File: config.mk
export PLATFORM = sky130hd
export DESIGN_NAME = phase_seq_ctrl
export DESIGN_NICKNAME = d
export VERILOG_FILES = /design/src/rtl/phase_seq_pkg.sv /design/src/rtl/phase_tick_div.sv /design/src/rtl/phase_seq_ctrl.sv
export SDC_FILE = /design/constraint.sdc
export NUM_CORES = 1
export LEC_CHECK = 0
export CAP_MARGIN = 15
export CORE_UTILIZATION = 45
export DETAILED_ROUTE_END_ITERATION = 12
export GPL_ROUTABILITY_DRIVEN = 0
export MAX_ROUTING_LAYER = met4
export PLACE_DENSITY = 0.78
export SETUP_SLACK_MARGIN = 0.02
export SLEW_MARGIN = 15
export SYNTH_ARGS = -nofsm -noshare
export SYNTH_HDL_FRONTEND = slang
export SYNTH_SLANG_ARGS = --single-unit
File: constraint.sdc
create_clock -name OSC -period 2.38 [get_ports OSC]
set_clock_uncertainty 0.2 [all_clocks]
set_input_delay 0.476 -clock OSC [delete_from_list [all_inputs] [get_ports OSC]]
set_output_delay 0.476 -clock OSC [all_outputs]
set_load 0.02 [all_outputs]
File: src/rtl/phase_seq_pkg.sv
// Shared types and constants for the phase strobe sequencer.
// Build option PHASE_SEQ_DENSE_EN selects the gapless 4-slot frame.
package phase_seq_pkg;

  typedef enum logic [1:0] {
    IDLE  = 2'd0,
    ARM   = 2'd1,
    RUN   = 2'd2,
    DRAIN = 2'd3
  } state_e;

`ifdef PHASE_SEQ_DENSE_EN
  localparam int unsigned SLOT_W = 2;
`else
  localparam int unsigned SLOT_W = 3;
`endif
  localparam int unsigned SLOTS_PER_FRAME = 1 << SLOT_W;

  localparam logic [3:0] PH_C0 = 4'b0001;
  localparam logic [3:0] PH_C1 = 4'b0010;
  localparam logic [3:0] PH_C2 = 4'b0100;
  localparam logic [3:0] PH_C3 = 4'b1000;

  function automatic logic [3:0] slot_to_ph(input logic [SLOT_W-1:0] slot);
    logic [3:0] ph;
    ph = '0;
`ifdef PHASE_SEQ_DENSE_EN
    case (slot)
      2'd0:    ph = PH_C0;
      2'd1:    ph = PH_C1;
      2'd2:    ph = PH_C2;
      default: ph = PH_C3;
    endcase
`else
    // Odd slots are the non-overlap gaps between strobes.
    if (!slot[0]) begin
      case (slot[2:1])
        2'd0:    ph = PH_C0;
        2'd1:    ph = PH_C1;
        2'd2:    ph = PH_C2;
        default: ph = PH_C3;
      endcase
    end
`endif
    return ph;
  endfunction

endpackage

File: src/rtl/phase_tick_div.sv
// Slot-length divider: counts 0..reload_i while enabled, ticks on the terminal count.
module phase_tick_div #(
  parameter int unsigned DIV_W = 8
) (
  input  logic             clk_i,
  input  logic             rst_i,
  input  logic             clr_i,
  input  logic             en_i,
  input  logic [DIV_W-1:0] reload_i,
  output logic             tick_o
);

  logic [DIV_W-1:0] cnt_q, cnt_d;

  assign tick_o = en_i && (cnt_q == reload_i);

  always_comb begin
    cnt_d = cnt_q;
    if (clr_i) begin
      cnt_d = '0;
    end else if (en_i) begin
      cnt_d = tick_o ? '0 : cnt_q + 1'b1;
    end
  end

  always_ff @(posedge clk_i) begin
    if (rst_i) begin
      cnt_q <= '0;
    end else begin
      cnt_q <= cnt_d;
    end
  end

endmodule

File: src/rtl/phase_seq_ctrl.sv
// Burst sequencer for the 4-phase non-overlapping sync strobes (IDLE/ARM/RUN/DRAIN).
// Build option PHASE_SEQ_DENSE_EN: 4-slot frames with no gap slots.
module phase_seq_ctrl
  import phase_seq_pkg::*;
#(
  parameter int unsigned DIV_W = 8,
  parameter int unsigned FRM_W = 16
) (
  input  logic             OSC,
  input  logic             RES_HARD,
  input  logic             CFG_WE,
  input  logic [DIV_W-1:0] CFG_DIV,
  input  logic [FRM_W-1:0] CFG_FRAMES,
  input  logic             START,
  input  logic             ABORT,
  output logic             BUSY,
  output logic             DONE,
  output logic             ABORTED,
  output logic             CFG_ERR,
  output logic [3:0]       PH,
  output logic [FRM_W-1:0] FRAME_CNT
);

  localparam logic [SLOT_W-1:0] LAST_SLOT = SLOT_W'(SLOTS_PER_FRAME - 1);

  state_e            state_q, state_d;
  logic [DIV_W-1:0]  div_sh_q, div_sh_d;
  logic [FRM_W-1:0]  frm_sh_q, frm_sh_d;
  logic [FRM_W-1:0]  fcnt_q, fcnt_d, fcnt_inc;
  logic [SLOT_W-1:0] slot_q, slot_d, slot_nxt;
  logic [3:0]        ph_q, ph_d;
  logic              done_q, done_d;
  logic              aborted_q, aborted_d;
  logic              cfg_err_q, cfg_err_d;
  logic              abort_pend_q, abort_pend_d;
  logic              running, tick, frame_done, abort_req, limit_hit;

  assign running = (state_q == RUN) || (state_q == DRAIN);

  phase_tick_div #(.DIV_W(DIV_W)) u_div (
    .clk_i   (OSC),
    .rst_i   (RES_HARD),
    .clr_i   (!running),
    .en_i    (running),
    .reload_i(div_sh_q),
    .tick_o  (tick)
  );

  assign slot_nxt   = tick ? slot_q + 1'b1 : slot_q;
  assign frame_done = tick && (slot_q == LAST_SLOT);
  assign fcnt_inc   = (fcnt_q == '1) ? fcnt_q : fcnt_q + 1'b1;
  assign limit_hit  = (frm_sh_q != '0) && (fcnt_inc == frm_sh_q);
  assign abort_req  = ABORT || abort_pend_q;

  always_comb begin
    state_d      = state_q;
    div_sh_d     = div_sh_q;
    frm_sh_d     = frm_sh_q;
    fcnt_d       = fcnt_q;
    slot_d       = slot_q;
    aborted_d    = aborted_q;
    abort_pend_d = abort_pend_q;
    ph_d         = '0;
    done_d       = 1'b0;
    cfg_err_d    = 1'b0;
    unique case (state_q)
      IDLE: begin
        if (CFG_WE) begin
          div_sh_d = CFG_DIV;
          frm_sh_d = CFG_FRAMES;
        end
        if (START) begin
          state_d      = ARM;
          fcnt_d       = '0;
          slot_d       = '0;
          aborted_d    = 1'b0;
          abort_pend_d = 1'b0;
        end
      end
      ARM: begin
        cfg_err_d = CFG_WE;
        if (ABORT) abort_pend_d = 1'b1;
        state_d = RUN;
        slot_d  = '0;
        ph_d    = slot_to_ph('0);
      end
      RUN, DRAIN: begin
        cfg_err_d    = CFG_WE;
        abort_pend_d = 1'b0;
        slot_d       = slot_nxt;
        if (frame_done) fcnt_d = fcnt_inc;
        // An abort landing on the frame's last tick is honoured at that same boundary.
        if (frame_done && (state_q == DRAIN || limit_hit || abort_req)) begin
          state_d = IDLE;
          done_d  = 1'b1;
          if (state_q == RUN && abort_req) aborted_d = 1'b1;
        end else begin
          ph_d = slot_to_ph(slot_nxt);
          if (state_q == RUN && abort_req) begin
            state_d   = DRAIN;
            aborted_d = 1'b1;
          end
        end
      end
      default: state_d = IDLE;
    endcase
  end

  always_ff @(posedge OSC) begin
    if (RES_HARD) begin
      state_q      <= IDLE;
      div_sh_q     <= '0;
      frm_sh_q     <= FRM_W'(1);
      fcnt_q       <= '0;
      slot_q       <= '0;
      ph_q         <= '0;
      done_q       <= 1'b0;
      aborted_q    <= 1'b0;
      cfg_err_q    <= 1'b0;
      abort_pend_q <= 1'b0;
    end else begin
      state_q      <= state_d;
      div_sh_q     <= div_sh_d;
      frm_sh_q     <= frm_sh_d;
      fcnt_q       <= fcnt_d;
      slot_q       <= slot_d;
      ph_q         <= ph_d;
      done_q       <= done_d;
      aborted_q    <= aborted_d;
      cfg_err_q    <= cfg_err_d;
      abort_pend_q <= abort_pend_d;
    end
  end

  assign BUSY      = (state_q != IDLE);
  assign DONE      = done_q;
  assign ABORTED   = aborted_q;
  assign CFG_ERR   = cfg_err_q;
  assign PH        = ph_q;
  assign FRAME_CNT = fcnt_q;

endmodule

* After elaboration in Yosys (flattened, before gate mapping) *
Index checks and enable logic that the tools add are counted.

cells by class
  equal/unequal tests = 14
  $add $sub $neg = 3
  bitwise logic cells = 3
  reduce and logical (&&, ||, !) cells = 24
  muxes and demuxes = 21

operators by type and width
  kind                                            count
  2-to-1 mux 16 bit                               3
  case mux 16 bit (2 select lines)                1
  adder 16 x 1 -> 16 bit (second input constant)  1
  == test 16 bit                                  1
  == test 16 bit (second input constant)          1
  nonzero test 16 bit                             1
  case mux 4 bit (3 select lines)                 1
  case mux 3 bit (3 select lines)                 1
  adder 8 x 1 -> 8 bit (second input constant)    1
  == test 8 bit                                   1
  2-to-1 mux 4 bit                                2
  != test 2 bit (second input constant)           4
  case mux 4 bit (2 select lines)                 1
  == test 2 bit (second input constant)           3
  2-to-1 mux 2 bit                                3
  2-to-1 mux 3 bit                                2
  case mux 2 bit (3 select lines)                 1
  AND reduction 2 bit                             3
  AND reduction 3 bit                             2
  OR reduction 2 bit                              3
  OR reduction 3 bit                              2
  logical AND 1 bit                               5
  == test 2 x 1 -> 1 bit (second input constant)  2
  logical NOT 2 bit                               2
  9 further kinds                                 18

storage, ports and cells
  bits in registers = 61
  output and inout port bits = 24
  logic and storage cells = 76

* Depth between registers and ports, before layout *
  depth in word-level cells = 9
  mapped depth = 9
  gate-level depth less buffers = 8

* Cells and area by module *
A second synthesis with hierarchy kept.

unflattened totals
  cells, all modules = 452
  area, all modules = 3,549.7 um^2

modules (own cells, without submodules)
  module          area each (um^2)  times used  cells each  seq. area each (um^2)
  phase_seq_ctrl  3,095.5           1           402         1,061.0
  phase_tick_div  454.2             1           50          160.2

* Worst setup path after synthesis *
Ideal clock, no wire load.

  kind = register -> register
  start point = register fcnt_q[1], in the netlist FRAME_CNT[1]
  end point = register ph_q[2], in the netlist PH[2]
  buffers on the path = 1
  cell stages (with the launch flop) = 10
  setup slack = -0.425 ns
  data arrival time = 2.471 ns
  required time = 2.046 ns
  period minus slack after synthesis = 2.805 ns
  cell sequence = dfxtp_1 > ha_1 > clkbuf_1 > nand4_1 > or4_1 > mux2i_1 > a211oi_1 > nand4_1 > nor4_2 > nor4_1

between the ends
  cells in the longest elaborated chain, start to end = 9
  elaborated cells on any way between the ends = 10
  those cells by class = 1 x add/sub; 2 x eq/ne; 3 x mux; 4 x reduce/logical

RTL lines
  what                                                      line                   text
  start: declaration                                        phase_seq_ctrl.sv:29   logic [FRM_W-1:0] fcnt_q, fcnt_d, fcnt_inc;
  start signal: assignment                                  phase_seq_ctrl.sv:125  fcnt_q <= fcnt_d;
  adder 16 x 1 -> 16 bit or == test 16 bit (tied branches)  phase_seq_ctrl.sv:51   assign fcnt_inc = (fcnt_q == '1) ? fcnt_q : fcnt_q + 1'b1;
  2-to-1 mux 16 bit (*)                                     phase_seq_ctrl.sv:51
  == test 16 bit (*)                                        phase_seq_ctrl.sv:52   assign limit_hit = (frm_sh_q != '0) && (fcnt_inc == frm_sh_q);
  logical AND 1 bit (*)                                     phase_seq_ctrl.sv:52
  logical OR 1 bit (*) (2 in a row)                         phase_seq_ctrl.sv:93   if (frame_done && (state_q == DRAIN || limit_hit || abort_req)) begin
  logical AND 1 bit (*)                                     phase_seq_ctrl.sv:93
  2-to-1 mux 4 bit (*)                                      phase_seq_ctrl.sv:93
  case mux 4 bit (2 select lines) (*)                       phase_seq_ctrl.sv:66   unique case (state_q)
  end signal: assignment                                    phase_seq_ctrl.sv:127  ph_q <= ph_d;
  end: declaration                                          phase_seq_ctrl.sv:31   logic [3:0] ph_q, ph_d;

Every way passes the cells marked *; elsewhere a longest branch is shown, timed or not.
A chain may end at the register's enable or synchronous reset.

* Final worst setup path *
  start point = register fcnt_q[6], in the netlist FRAME_CNT[6]
  end point = register ph_q[2], in the netlist PH[2]

The elaborated chain is that of the path after synthesis.

==> impl_metrics.csv <==
group,metric,value,unit
die,io_pins,53,
clock_network,clock-sinks,61,
yosys,synth.most_common_cell,"nand2_1",
place,place_area,0.00476,mm²
routing,vias_per_cell,5.77,
yosys,synth-edff-count,0,
run_status,violations,"negative setup slack",
cells_and_area,syn_to_final_growth,48.7,%
global_route,antenna_found_initial,0,
yosys,ys_seq_area_share,34.6,%
clock_network,cts.path.max_buffers,2,
place,port_buffers,52,
min_path,hold_class,"flop to flop",
yosys,ys.flop_type,"dfxtp_1",
sta,hold_slack,0.279,ns
power_and_ir_drop,peakVddDrop,0.320,mV
yosys,ys_ff_latch,61,
routing,num_vias,4066,
place,dp_hpwl,8160,µm
die,dieArea,0.00819,mm²
critical_path,cp_cell_sequence,"nand3_4 > buf_4 > or4_4 > mux2i_2 > a211oi_2 > nand4_1 > nor4_4 > nor4_1",
global_route,grt_pass1_vias,3914,
die,std_cell_rows,31,
critical_path,critical-path-slowest-cell,"or4_4",
yosys,yosysWarnings,0,
die,die_h,90.5,µm
critical_path,required,2.42,ns
flow_run,drv_cap,0,
sta,setup_violations,5,
run_status,status,"finished, violations left",
clock_network,clkTransAtPathRegs,0.08,ns
min_path,hold_depth,2,
critical_path,crit_path_end_kind,"flop",
routing,ant_nets,0,
sta,period_minus_slack,2.55,ns
sta,layout_setup_ws,-0.174,ns
clock_network,cts_tree,"done",
sta,max_freq,0.391,GHz
cells_and_area,final_area,0.00524,mm²
clock_network,cts_buffers,9,
cells_and_area,fillCellCount,544,
global_route,grt_pass1_wl,18400,µm
cells_and_area,drive_gt1_share,27.6,%
yosys,synthArstFlopShare,0,%
power_and_ir_drop,p_per_area,462,mW/mm²
routing,wl_per_cell,16.2,µm
routing,drt-pass1-iter-count,5,
cells_and_area,antenna_cells,0,
global_route,grt_remaining_overflow,0,
global_route,grt_max_degree,36,
critical_path,max_stage_delay,0.54,ns
routing,drt-initial-drc-count,562,
power_and_ir_drop,leakagePower,2.14,nW
sta,fin_crit_sh,107,%
sta,rsz0062_at_grt,"true",
sta,tightest_slew,0.485,ns
cells_and_area,fin_nets,634,
clock_network,htreeDepth,3,
yosys,synthesis.nets,499,
routing,drt-total-wl,11400,µm
yosys,synth_area_leaders,"dfxtp_1 35%, nand2_1 8.4%, a21oi_1 6.1%, xor2_1 4.7%, nor2_1 4.5%",
place,dp_slack,-0.151,ns
sta,final_hold_viol_count,0,
yosys,syn-mean-instance-area,7.57,µm²
critical_path,critPathMaxFanout,6,
yosys,yosys-top-cells-count,"79 x nand2_1, 61 x dfxtp_1, 43 x a21oi_1",
yosys,netlist.area_leader.share,34.6,%
critical_path,path_class,"flop to flop",
sta,relSlewSlack,67.4,%
global_route,grt_usage,29.1,%
die,dieWidth,90.5,µm
critical_path,worst_setup_path_start_kind,"flop",
yosys,syn-instance-count,466,
yosys,synth_top_cell_by_area,"dfxtp_1",
routing,drc,0,
yosys,synth.distinct_cells,57,
critical_path,r2r_cells,8,
sta,drv_slew,0,
clock_network,clk_latency,0.35,ns
yosys,netlist_area,0.00353,mm²
die,fp.coreArea,0.00741,mm²
clock_network,clockRootBuffer,"clkbuf_8",
critical_path,arrival,2.59,ns
power_and_ir_drop,power,2.42,mW
die,initial_utilization,47.6,%
-- timing repair --
action / in CTS / in global routing
hold buffers: 0 / 0
endpoints found under the setup margin: 6 / 16
resized for setup: 26 / 11
buffers inserted: 13 / 3
pin swaps: 24 / 12
-- per-stage QoR --
| step | utilization [%] | TNS, ns | cells |
|---|---|---|---|
| floorplan | - | -0.755 | 466 |
| global placement | 64.2 | -0.596 | 673 |
| detailed placement | 64.2 | -0.755 | 673 |
| CTS | 69.7 | -0.124 | 702 |
| global route | 70.7 | -0.939 | 705 |
| finish | 70.7 | -0.657 | 705 |
-- cell families (layout without fill, tap and decap cells) --
kind of cell | count (synthesis) | count (layout) | synth area share, %
adder cells (fa/ha/maj) | 4 | 4 | 1.42
XOR/XNOR | 31 | 31 | 7.70
AND/OR/NAND/NOR | 224 | 224 | 32.0
flip-flops | 61 | 61 | 34.6
buffers and inverters | 38 | 178 | 4.47
multiplexers | 7 | 7 | 2.02
AO/OA/AOI/OAI | 101 | 101 | 17.7
-- worst paths after layout --
| check | from | end | slack (ns) |
|---|---|---|---|
| setup / recovery | FRAME_CNT[6] | PH[2] | -0.17 |
| hold / removal | div_sh_q[1] | div_sh_q[1] | 0.28 |
| setup reg to reg | FRAME_CNT[6] | PH[2] | -0.17 |
| hold reg to reg | div_sh_q[1] | div_sh_q[1] | 0.28 |
-- critical path, delay by kind of cell, from the launching register on --
family / cells / cell delay (ns)
and+or+nand+nor: 5 / 1.26
DFF: 1 / 0.38
AOI/OAI and AO/OA: 1 / 0.24
muxes: 1 / 0.18
buffers and inverters: 1 / 0.17
-- flip-flops by register name (all words and copies together), names as in the netlist --
| signal | cells |
|---|---|
| DONE | 1 |
| PH | 4 |
| CFG_ERR | 1 |
| ABORTED | 1 |
| FRAME_CNT | 16 |
| state_q | 2 |
| slot_q | 3 |
| div_sh_q | 8 |
| u_div.cnt_q | 8 |
| frm_sh_q | 16 |
| abort_pend_q | 1 |
-- routing by layer --
metal	vias up	global-route usage, %	share of wire (%)
li1	1929	-	-
met1	1873	34.3	40
met2	219	46.7	47
met3	45	8.08	9.7
met4	0	11.8	3.2
met5	-	-	0
-- final cells by class --
class	instances	area [µm²]	share of cell area, %
Multi-Input combinational cell	367	2310	44.2
Clock buffer	9	124	2.36
Inverter	11	41.3	0.788
Sequential cell	61	1260	24.1
Tap cell	99	124	2.36
Clock inverter	7	72.6	1.38
Timing Repair Buffer	151	1300	24.8
-- where the power goes --
part | total, mW | internal [mW] | leakage (nW) | switching [mW]
Sequential | 1.10 | 1.05 | 0.507 | 0.0512
Combinational | 0.384 | 0.187 | 1.53 | 0.197
Clock | 0.935 | 0.487 | 0.104 | 0.449
Total | 2.42 | 1.72 | 2.14 | 0.697
-- cells in the final DEF (no fill, tap or decap), types with 17 or more instances in the layout --
cell type	count
xor2_1	19
clkdlybuf4s50_1	52
nand2_1	79
nand4_1	17
a21oi_1	43
o21ai_0	18
dfxtp_1	45
buf_4	89
nand3_1	19
nor2_1	40
(Power assumes the default switching activity.)
